<file path="src/rtl/dff_reg_arbiter_pkg.sv">
// Shared definitions for the dff_reg_arbiter slice.
// These are the state encodings, the hold counter width and the default sizes.
package dff_reg_arbiter_pkg;

    localparam int HOLD_CNT_W = 4;
    localparam int DEF_NREQ   = 4;
    localparam int DEF_WIDTH  = 8;

    typedef enum logic [1:0] {
        ST_IDLE    = 2'd0,
        ST_GRANT   = 2'd1,
        ST_RELEASE = 2'd2
    } arb_state_t;

    // Successor index modulo n; written out explicitly so non-power-of-2 counts wrap correctly.
    function automatic int wrap_next(input int idx, input int n);
        return (idx + 1 >= n) ? 0 : idx + 1;
    endfunction

endpackage

</file>
<file path="src/rtl/dff_reg_arbiter_rr_pick.sv">
// Combinational round-robin selector.
// Returns the first set request at or after rr_ptr, as a one-hot vector and as an index.
module rr_pick #(
    parameter int NREQ  = 4,
    parameter int OWN_W = 2
) (
    input  logic [NREQ-1:0]  req,
    input  logic [OWN_W-1:0] rr_ptr,
    output logic [NREQ-1:0]  pick,
    output logic [OWN_W-1:0] pick_idx
);

    logic [NREQ-1:0]  rotated;
    logic [OWN_W-1:0] offset;
    logic [OWN_W:0]   sum;

    // Rotating the request vector puts rr_ptr at bit 0, so the lowest set bit is the winner.
    assign rotated = NREQ'({req, req} >> rr_ptr);

    always_comb begin
        offset = '0;
        for (int i = NREQ - 1; i >= 0; i--) begin
            if (rotated[i]) begin
                offset = OWN_W'(i);
            end
        end
    end

    always_comb begin
        sum = {1'b0, rr_ptr} + {1'b0, offset};
        if (sum >= (OWN_W + 1)'(NREQ)) begin
            sum = sum - (OWN_W + 1)'(NREQ);
        end
        pick_idx = sum[OWN_W-1:0];
        pick     = (|req) ? (NREQ'(1) << pick_idx) : '0;
    end

endmodule

</file>
<file path="src/rtl/dff_reg_arbiter.sv">
// Round-robin ownership controller in front of one shared WIDTH-bit storage register.
// Define DFF_REG_PARITY_EN to add per-write parity checking (wpar) and a q_par output.
module dff_reg_arbiter
    import dff_reg_arbiter_pkg::*;
#(
    parameter int NREQ     = DEF_NREQ,
    parameter int OWN_W    = 2,
    parameter int WIDTH    = DEF_WIDTH,
    parameter int HOLD_MAX = 4
) (
    input  logic                  clk,
    input  logic                  rst_n,
    input  logic [NREQ-1:0]       req,
    input  logic [NREQ-1:0]       last,
    input  logic [NREQ*WIDTH-1:0] wdata,
    output logic [NREQ-1:0]       gnt,
    output logic [OWN_W-1:0]      owner,
    output logic [WIDTH-1:0]      q,
    output logic                  q_valid
`ifdef DFF_REG_PARITY_EN
    ,
    input  logic [NREQ-1:0]       wpar,
    output logic                  q_par
`endif
);

    arb_state_t state, state_next;

    logic [HOLD_CNT_W-1:0] hold_cnt, hold_next;
    logic [OWN_W-1:0]      rr_ptr, rr_next, owner_next, pick_idx;
    logic [NREQ-1:0]       gnt_next, pick;
    logic [WIDTH-1:0]      cur_data;
    logic                  cur_req, cur_last, hold_done, data_ok;
    logic                  tenure_end, do_write;

    rr_pick #(
        .NREQ (NREQ),
        .OWN_W(OWN_W)
    ) u_rr_pick (
        .req     (req),
        .rr_ptr  (rr_ptr),
        .pick    (pick),
        .pick_idx(pick_idx)
    );

    // Everything about the tenure is judged against the lane of the current owner only.
    assign cur_req   = req[owner];
    assign cur_last  = last[owner];
    assign cur_data  = wdata[int'(owner) * WIDTH +: WIDTH];
    assign hold_done = (hold_cnt == HOLD_CNT_W'(HOLD_MAX));

`ifdef DFF_REG_PARITY_EN
    assign data_ok = ((^cur_data) == wpar[owner]);
`else
    assign data_ok = 1'b1;
`endif

    assign tenure_end = !cur_req || cur_last || hold_done || !data_ok;
    assign do_write   = (state == ST_GRANT) && cur_req && data_ok;

    always_ff @(posedge clk or negedge rst_n) begin
        if (!rst_n) begin
            state <= ST_IDLE;
        end else begin
            state <= state_next;
        end
    end

    always_comb begin
        state_next = state;
        case (state)
            ST_IDLE:    if (|req) state_next = ST_GRANT;
            ST_GRANT:   if (tenure_end) state_next = ST_RELEASE;
            ST_RELEASE: state_next = ST_IDLE;
            default:    state_next = ST_IDLE;
        endcase
    end

    // Next values of the registered outputs; gnt is only ever loaded from a one-hot pick or cleared.
    always_comb begin
        gnt_next   = '0;
        owner_next = owner;
        hold_next  = hold_cnt;
        rr_next    = rr_ptr;
        case (state)
            ST_IDLE: begin
                if (|req) begin
                    gnt_next   = pick;
                    owner_next = pick_idx;
                    hold_next  = HOLD_CNT_W'(1);
                end
            end
            ST_GRANT: begin
                if (tenure_end) begin
                    rr_next = OWN_W'(wrap_next(int'(owner), NREQ));
                end else begin
                    gnt_next  = gnt;
                    hold_next = hold_cnt + HOLD_CNT_W'(1);
                end
            end
            default: begin
            end
        endcase
    end

    always_ff @(posedge clk or negedge rst_n) begin
        if (!rst_n) begin
            gnt      <= '0;
            owner    <= '0;
            hold_cnt <= '0;
            rr_ptr   <= '0;
        end else begin
            gnt      <= gnt_next;
            owner    <= owner_next;
            hold_cnt <= hold_next;
            rr_ptr   <= rr_next;
        end
    end

    always_ff @(posedge clk or negedge rst_n) begin
        if (!rst_n) begin
            q       <= '0;
            q_valid <= 1'b0;
        end else if (do_write) begin
            q       <= cur_data;
            q_valid <= 1'b1;
        end
    end

`ifdef DFF_REG_PARITY_EN
    always_ff @(posedge clk or negedge rst_n) begin
        if (!rst_n) begin
            q_par <= 1'b0;
        end else if (do_write) begin
            q_par <= ^cur_data;
        end
    end
`endif

endmodule

</file>
<file path="config.mk">
export PLATFORM = sky130hd
export DESIGN_NAME = dff_reg_arbiter
export DESIGN_NICKNAME = d
export VERILOG_FILES = /design/src/rtl/dff_reg_arbiter_pkg.sv /design/src/rtl/dff_reg_arbiter_rr_pick.sv /design/src/rtl/dff_reg_arbiter.sv
export SDC_FILE = /design/constraint.sdc
export NUM_CORES = 1
export LEC_CHECK = 0
export BUFFER_PORTS_ARGS = -buffer_cell sky130_fd_sc_hd__buf_2
export CORE_ASPECT_RATIO = 0.6
export CORE_MARGIN = 4
export CORE_UTILIZATION = 30
export DETAILED_ROUTE_END_ITERATION = 7
export PLACE_DENSITY_LB_ADDON = 0.2
export SETUP_SLACK_MARGIN = 0.5
export SLEW_MARGIN = 30
export SYNTH_ARGS = -nofsm -noshare
export SYNTH_HDL_FRONTEND = slang
export SYNTH_SLANG_ARGS = --single-unit
</file>
<file path="constraint.sdc">
create_clock -name clk -period 2.8 [get_ports clk]
set_clock_uncertainty 0.1 [all_clocks]
set_input_delay 0.56 -clock clk [delete_from_list [all_inputs] [get_ports clk]]
set_output_delay 0.56 -clock clk [all_outputs]
set_load 0.02 [all_outputs]
</file>
======== Word-level counts from Yosys, hierarchy flattened ========
Cells that the tools add are included.
storage, ports and cells
  bits in registers ....................... 23
  latch bits .............................. 0
  RAM bits ................................ 0
  ROM bits ................................ 0
  bits of input ports ..................... 42
  output and inout bits ................... 15
  logic and storage cells ................. 52
  memories ................................ 0
operators by class
  add/subtract/negate cells ............... 4
  multipliers ............................. 0
  divide/modulo/power cells ............... 0
  $lt $le $gt $ge ......................... 3
  equal/unequal tests ..................... 5
  shift-type cells ........................ 3
  muxes and demuxes ....................... 19
  bitwise gates (word level) .............. 0
  reductions and logical operators ........ 11
operator list
  operator             number
  $shiftx 32x6->8      1
  $mux 2               8
  $mux 4               4
  $pmux 4 s2           2
  $shr 8x2->4          1
  $ge 3x3->1 const B   2
  $ne 2x2->1 const B   3
  $reduce_and 2->1     3
  $add 4x1->4 const B  1
  $bmux 1 s2           2
  $eq 4x3->1 const B   1
  $pmux 2 s2           1
  $reduce_or 4->1      1
  $shl 1x2->4 const A  1
  $add 2x1->3 const B  1
  $add 2x2->3          1
  $lt 2x3->1 const B   1
  $reduce_and 3->1     1
  $eq 2x1->1 const B   1
  $logic_not 2->1      1
  $logic_or 1x1->1     2
  $mux 1               2
  $reduce_bool 2->1    1
  $sub 2x1->2 const B  1
  other kinds (2)      2

======== Longest topological paths before layout ========
  word-level depth ........................ 11
  depth in mapped cells ................... 9
  mapped depth without buffers ............ 8

======== Hierarchy ========
Synthesis repeated with hierarchy kept, for this count alone.
second synthesis, totals
  cells, all modules ...................... 128
  area, all modules ....................... 1542.7 um^2
modules (own cells, without submodules)
  module           instances  cells each  area an instance (um^2)  sequential area each (um^2)
  dff_reg_arbiter  1          89          1246.2                   575.6
  rr_pick          1          39          296.5                    0.0

======== Least setup slack after synthesis ========
No wires, ideal clock.
  path kind ............................... in2reg
  from .................................... input req[3]
  to ...................................... register gnt[1]
  library setup time ...................... 122 ps
  arrival time ............................ 1931 ps
  data required time ...................... 2578 ps
  path slack .............................. 647 ps
  stages on the path ...................... 9
  path buffers ............................ 1
  cell sequence ........................... buf_2 nor2b_1 a21oi_1 o22ai_1 o21a_1 ha_1 xor2_1 xnor2_1 a32o_1
between the ends
  longest elaborated chain between the ends .. 11
ends and longest elaborated chain
  what                                              RTL line                                                      source
  from (decl)                                       dff_reg_arbiter.sv:13                                         input logic [NREQ-1:0] req,
  $shr 8x2->4                                       dff_reg_arbiter_rr_pick.sv:18                                 assign rotated = NREQ'({req, req} >> rr_ptr);
  $mux 2 (4 in a row)                               dff_reg_arbiter_rr_pick.sv:23                                 if (rotated[i]) begin
  $add 2x2->3                                       dff_reg_arbiter_rr_pick.sv:30                                 sum = {1'b0, rr_ptr} + {1'b0, offset};
  $ge 3x3->1 / $sub 2x1->2 (equally long branches)  dff_reg_arbiter_rr_pick.sv:31, dff_reg_arbiter_rr_pick.sv:32
  $mux 2                                            dff_reg_arbiter_rr_pick.sv:31                                 if (sum >= (OWN_W + 1)'(NREQ)) begin
  $shl 1x2->4                                       dff_reg_arbiter_rr_pick.sv:35                                 pick = (|req) ? (NREQ'(1) << pick_idx) : '0;
  $mux 4                                            dff_reg_arbiter.sv:87                                         if (|req) begin
  $pmux 4 s2                                        dff_reg_arbiter.sv:85                                         case (state)
  to (signal assigned)                              dff_reg_arbiter.sv:113                                        gnt <= gnt_next;
  to (decl)                                         dff_reg_arbiter.sv:16                                         output logic [NREQ-1:0] gnt,
Several ways; a longest one is shown, not always the timed one. The select of a mux whose other input is x is not followed.
A chain may end at the register's enable or synchronous reset.

======== Worst setup path after layout ========
  from .................................... register owner[0]
  to ...................................... register hold_cnt[3]
between the ends
  longest elaborated chain between the ends .. 7
ends and longest elaborated chain
  what                                 RTL line                source
  from (decl)                          dff_reg_arbiter.sv:17   output logic [OWN_W-1:0] owner,
  from (signal assigned)               dff_reg_arbiter.sv:114  owner <= owner_next;
  $bmux 1 s2                           dff_reg_arbiter.sv:47   assign cur_req = req[owner];
  $mux 1 (implied by the code)         dff_reg_arbiter.sv:47
  $logic_not 1->1                      dff_reg_arbiter.sv:58   assign tenure_end = !cur_req || cur_last || hold_done || !data_ok;
  $logic_or 1x1->1 * (2 in a row)      dff_reg_arbiter.sv:58
  $ne 2x2->1 (no source line) *        n/a
  $reduce_and 3->1 (no source line) *  n/a
  to (signal assigned)                 dff_reg_arbiter.sv:115  hold_cnt <= hold_next;
  to (decl)                            dff_reg_arbiter.sv:29   logic [HOLD_CNT_W-1:0] hold_cnt, hold_next;
Mark *: on every way between the ends. The rest lies on a longest branch, timed or not. The select of a mux whose other input is x is not followed.

==> qor_table.md <==
| Group | Result | Value |
|---|---|---|
| worst setup path | Reg-to-reg critical path startpoint | owner[0] |
| global routing | Maximum number of pins on one net before global-route repair | 24 |
| worst setup path | Arrival time at the worst endpoint | 2.16 ns |
| route | Vias per std cell | 4.97 |
| synthesis | Average size of a mapped cell | 12.0 um2 |
| worst setup path | Startpoint type of the worst setup path | register |
| synthesis | Number of flip-flops and latches in the synthesized netlist | 23 |
| clock tree | CTS Hold Bufs | 0 |
| clock tree | Clk sinks | 23 |
| global routing | First-pass GRT wire length | 5330 um |
| cells and area | Final std cells w/o fill | 231 |
| cells and area | Final standard cell area without fillers | 1790 um2 |
| sta | Max transition margin | 0.657 |
| sta | Final critical-path share of the clock period | 0.752 |
| clock tree | Clock insertion delay at the later pin of the skew report | 0.27 ns |
| placed design | I/O Buffers | 56 |
| floorplanning | DIE AREA | 5830 um2 |
| synthesis | Synth cell types | 39 |
| sta | Post-Route Hold Slack | 0.149 ns |
| worst setup path | Endpoint of the most critical register-to-register path | hold_cnt[3] |
| worst setup path | Slack of the worst reg-to-reg path | 0.69 ns |
| floorplanning | Initial core utilization | 0.325 |
| clock tree | TritonCTS clock tree | yes |
| cells and area | Most common library cell in the layout ignoring fill and taps | sky130_fd_sc_hd__buf_2 |
| cells and area | Commonest cells after routing, fill and taps aside | 56 x sky130_fd_sc_hd__buf_2, 23 x sky130_fd_sc_hd__dfrtp_1, 12 x sky130_fd_sc_hd__nand2_1, 11 x sky130_fd_sc_hd__mux2_2, 10 x sky130_fd_sc_hd__mux4_2 |
| placed design | HPWL reported at the end of detailed placement | 2580 um |
| route | Total wirelength of the detailed-routed design | 3180 um |
| route | Count of unresolved DRC violations after routing | 0 |
| route | Top Layer Used | met4 |
| route | DR iter-0 viols | 33 |
| worst setup path | Required time reported for the critical path endpoint | 2.85 ns |
| synthesis | Post-Synthesis Net Count | 162 |
| global routing | Global-route usage over all layers | 0.119 |
| synthesis | Netlist area before placement | 1390 um2 |
| worst setup path | Slowest stage cell on the critical path | sky130_fd_sc_hd__mux4_2 |
| cells and area | Post-layout net count | 218 |
| floorplanning | Count of standard-cell rows | 18 |
| synthesis | Syn Inst Count | 116 |
| power | LEAKAGE | 0.824 nW |
| placed design | Total cell area at the placement stage | 1730 um2 |
| run | Max-cap check violation count | 0 |
| sta | Hold violation count in the final report | 0 |
| floorplanning | Io pins | 57 |
| global routing | Antenna violations before repair | 0 |
| worst setup path | Stage delay of the slowest cell on the critical path | 0.58 ns |
| clock tree | Number of H-tree levels | 1 |
| route | M1 wire length | 1350 um |
| route | Number of detailed-route iterations in the first pass | 4 |
| clock tree | Inserted Clock Buffers | 3 |
| synthesis | Yosys warnings | 0 |
| cells and area | Number of diodes | 0 |
| sta | Final setup violation count | 0 |
| run status | Run status | completed |
| route | Post-route ant nets | 0 |
| sta | Fin Setup TNS | 0 ns |
| clock tree | Clock edge transition at the registers on the reported setup and hold paths | 0.08 ns |
| global routing | Vias in the first global route | 1205 |
| placed design | Last weighted congestion value of the routability-driven placer | 0.764 |
| placed design | Pre-CTS setup slack | 0.391 ns |
| worst setup path | R2R depth | 4 |
| worst setup path | Highest net fanout along the worst path | 11 |
| route | Sum of met2 wire segment lengths after detailed routing | 1500 um |
| clock tree | Max Buffers Root-to-Sink | 2 |
| worst setup path | Chain of cells forming the critical path | mux4_2, nor3b_4, nand4_1, mux2i_1 |
| route | Average wire per cell in the routed design | 13.7 um |
| route | Met3 routed WL | 309 um |
| min path | Hold WC Path Type | in -> async |
| worst setup path | Critical path type | reg -> reg |
| sta | Max Transition Viols Final | 0 |
| sta | Slew at the pin closest to its max-slew limit | 0.510 ns |
| cells and area | Fraction of layout instances using a drive strength above 1 | 0.509 |
| power | Total power divided by cell area | 1010 nW/um2 |
| sta | Highest achievable clock rate | 0.475 GHz |
| power | VDD IR-drop max | 346 uV |
| sta | RSZ-0062 raised after global routing | no |
| global routing | Remaining global-route overflow | 0 |
| route | Number of vias in the routed layout | 1147 |
| synthesis | Post-synthesis sequential area ratio | 0.414 |
| worst setup path | Crit path capture type | register |
| placed design | Placed Cells | 227 |
| sta | Final setup slack of the worst path | 0.694 ns |
| clock tree | Clock root buffer | sky130_fd_sc_hd__clkbuf_8 |
| cells and area | Layout area overhead | 28.5% |
| floorplanning | Die height | 60.8 um |
| floorplanning | Overall die width | 95.9 um |
| power | Post-route total power | 1.80 mW |
| cells and area | Final core area utilization | 0.418 |
| floorplanning | Placeable Area | 4280 um2 |
| sta | Time the final worst path needs with I/O delays and setup | 2.11 ns |
flip-flops by register name (all words and copies together), names as in the netlist:
| signal | cells |
|---|---|
| q | 8 |
| gnt | 4 |
| q_valid | 1 |
| owner | 2 |
| hold_cnt | 4 |
| state | 2 |
| rr_ptr | 2 |
Yosys cell counts:
cell	n	area [um2]
sky130_fd_sc_hd__buf_4	1	7.51
sky130_fd_sc_hd__nand4_1	1	6.26
sky130_fd_sc_hd__nor3b_2	1	12.5
sky130_fd_sc_hd__nor2_1	3	11.3
sky130_fd_sc_hd__nand4b_1	1	8.76
sky130_fd_sc_hd__o22ai_1	1	6.26
sky130_fd_sc_hd__nor3b_1	1	7.51
sky130_fd_sc_hd__o21a_1	1	7.51
sky130_fd_sc_hd__nand2b_1	4	25.0
sky130_fd_sc_hd__nor3_1	2	10.0
sky130_fd_sc_hd__a2bb2oi_1	1	8.76
sky130_fd_sc_hd__ha_1	4	50.1
sky130_fd_sc_hd__o31ai_1	2	15.0
sky130_fd_sc_hd__o211ai_1	3	22.5
sky130_fd_sc_hd__mux2i_1	2	20.0
sky130_fd_sc_hd__buf_2	5	25.0
sky130_fd_sc_hd__and2_1	1	6.26
sky130_fd_sc_hd__o21ai_0	2	10.0
sky130_fd_sc_hd__nand2_1	12	45.0
sky130_fd_sc_hd__nand3_1	1	5.00
sky130_fd_sc_hd__mux4_2	10	225
sky130_fd_sc_hd__nand3b_1	2	15.0
sky130_fd_sc_hd__o311ai_1	1	8.76
sky130_fd_sc_hd__nor4_1	1	6.26
sky130_fd_sc_hd__nand2_2	1	6.26
sky130_fd_sc_hd__nand2_4	1	11.3
sky130_fd_sc_hd__xor2_1	1	8.76
sky130_fd_sc_hd__a22o_1	1	8.76
sky130_fd_sc_hd__clkbuf_1	1	3.75
sky130_fd_sc_hd__xnor2_1	1	8.76
sky130_fd_sc_hd__o221ai_1	1	8.76
sky130_fd_sc_hd__mux2_2	11	124
sky130_fd_sc_hd__inv_1	3	11.3
sky130_fd_sc_hd__o32ai_1	1	8.76
sky130_fd_sc_hd__dfrtp_1	23	576
sky130_fd_sc_hd__or3_1	1	6.26
sky130_fd_sc_hd__nor2b_1	3	18.8
sky130_fd_sc_hd__a32o_1	1	10.0
sky130_fd_sc_hd__a21oi_1	3	15.0
power by group:
group / leakage, nW / switching, mW / internal, mW
clock network: 0.0217 / 0.108 / 0.101
registers: 0.281 / 0.129 / 0.465
logic: 0.521 / 0.510 / 0.485
layout make-up:
class | count | area [um2]
inverters | 3 | 11.3
fillers | 425 | 2490
flip-flops and latches | 23 | 576
clock buffers | 3 | 41.3
multi-input cells | 83 | 782
clock inverters | 1 | 7.51
repair buffers | 58 | 295
well taps | 60 | 75.1
metal layers:
| layer | up-vias | global-route usage |
|---|---|---|
| met5 | - | 0 |
| met4 | 0 | 0.0182 |
| met3 | 3 | 0.0483 |
| met2 | 48 | 0.207 |
| met1 | 552 | 0.145 |
| li1 | 544 | - |
worst max path at each step:
stage | slack (ns) | to | depth (start not counted) | from
floorplan | 0.65 | gnt[1] | 9 | req[3]
global placement | 0.53 | gnt[3] | 9 | req[3]
detailed placement | 0.39 | owner[1] | 9 | req[3]
CTS | 0.54 | hold_cnt[3] | 4 | owner[0]
global route | 0.56 | gnt[1] | 8 | rr_ptr[1]
finish | 0.69 | hold_cnt[3] | 4 | owner[0]
cell families after synthesis:
kind of cell	Yosys count	synth area share
AND/OR/NAND/NOR	36	0.145
multiplexers	23	0.265
flip-flops	23	0.414
AO/OA/AOI/OAI	18	0.0935
buffers and inverters	10	0.0342
adder cells (fa/ha/maj)	4	0.0360
XOR/XNOR	2	0.0126
what timing repair did:
action	4_1_cts	5_1_grt
gates resized for setup	0	2
setup endpoints to repair	0	3
buffers inserted	0	0
worst max-delay path: cells and delay by family, from the launching register on:
kind          cells  cell delay [ns]
mux               2             0.73
simple gates      2             0.62
flops             1             0.55
Power figures use the tool's default switching activity.
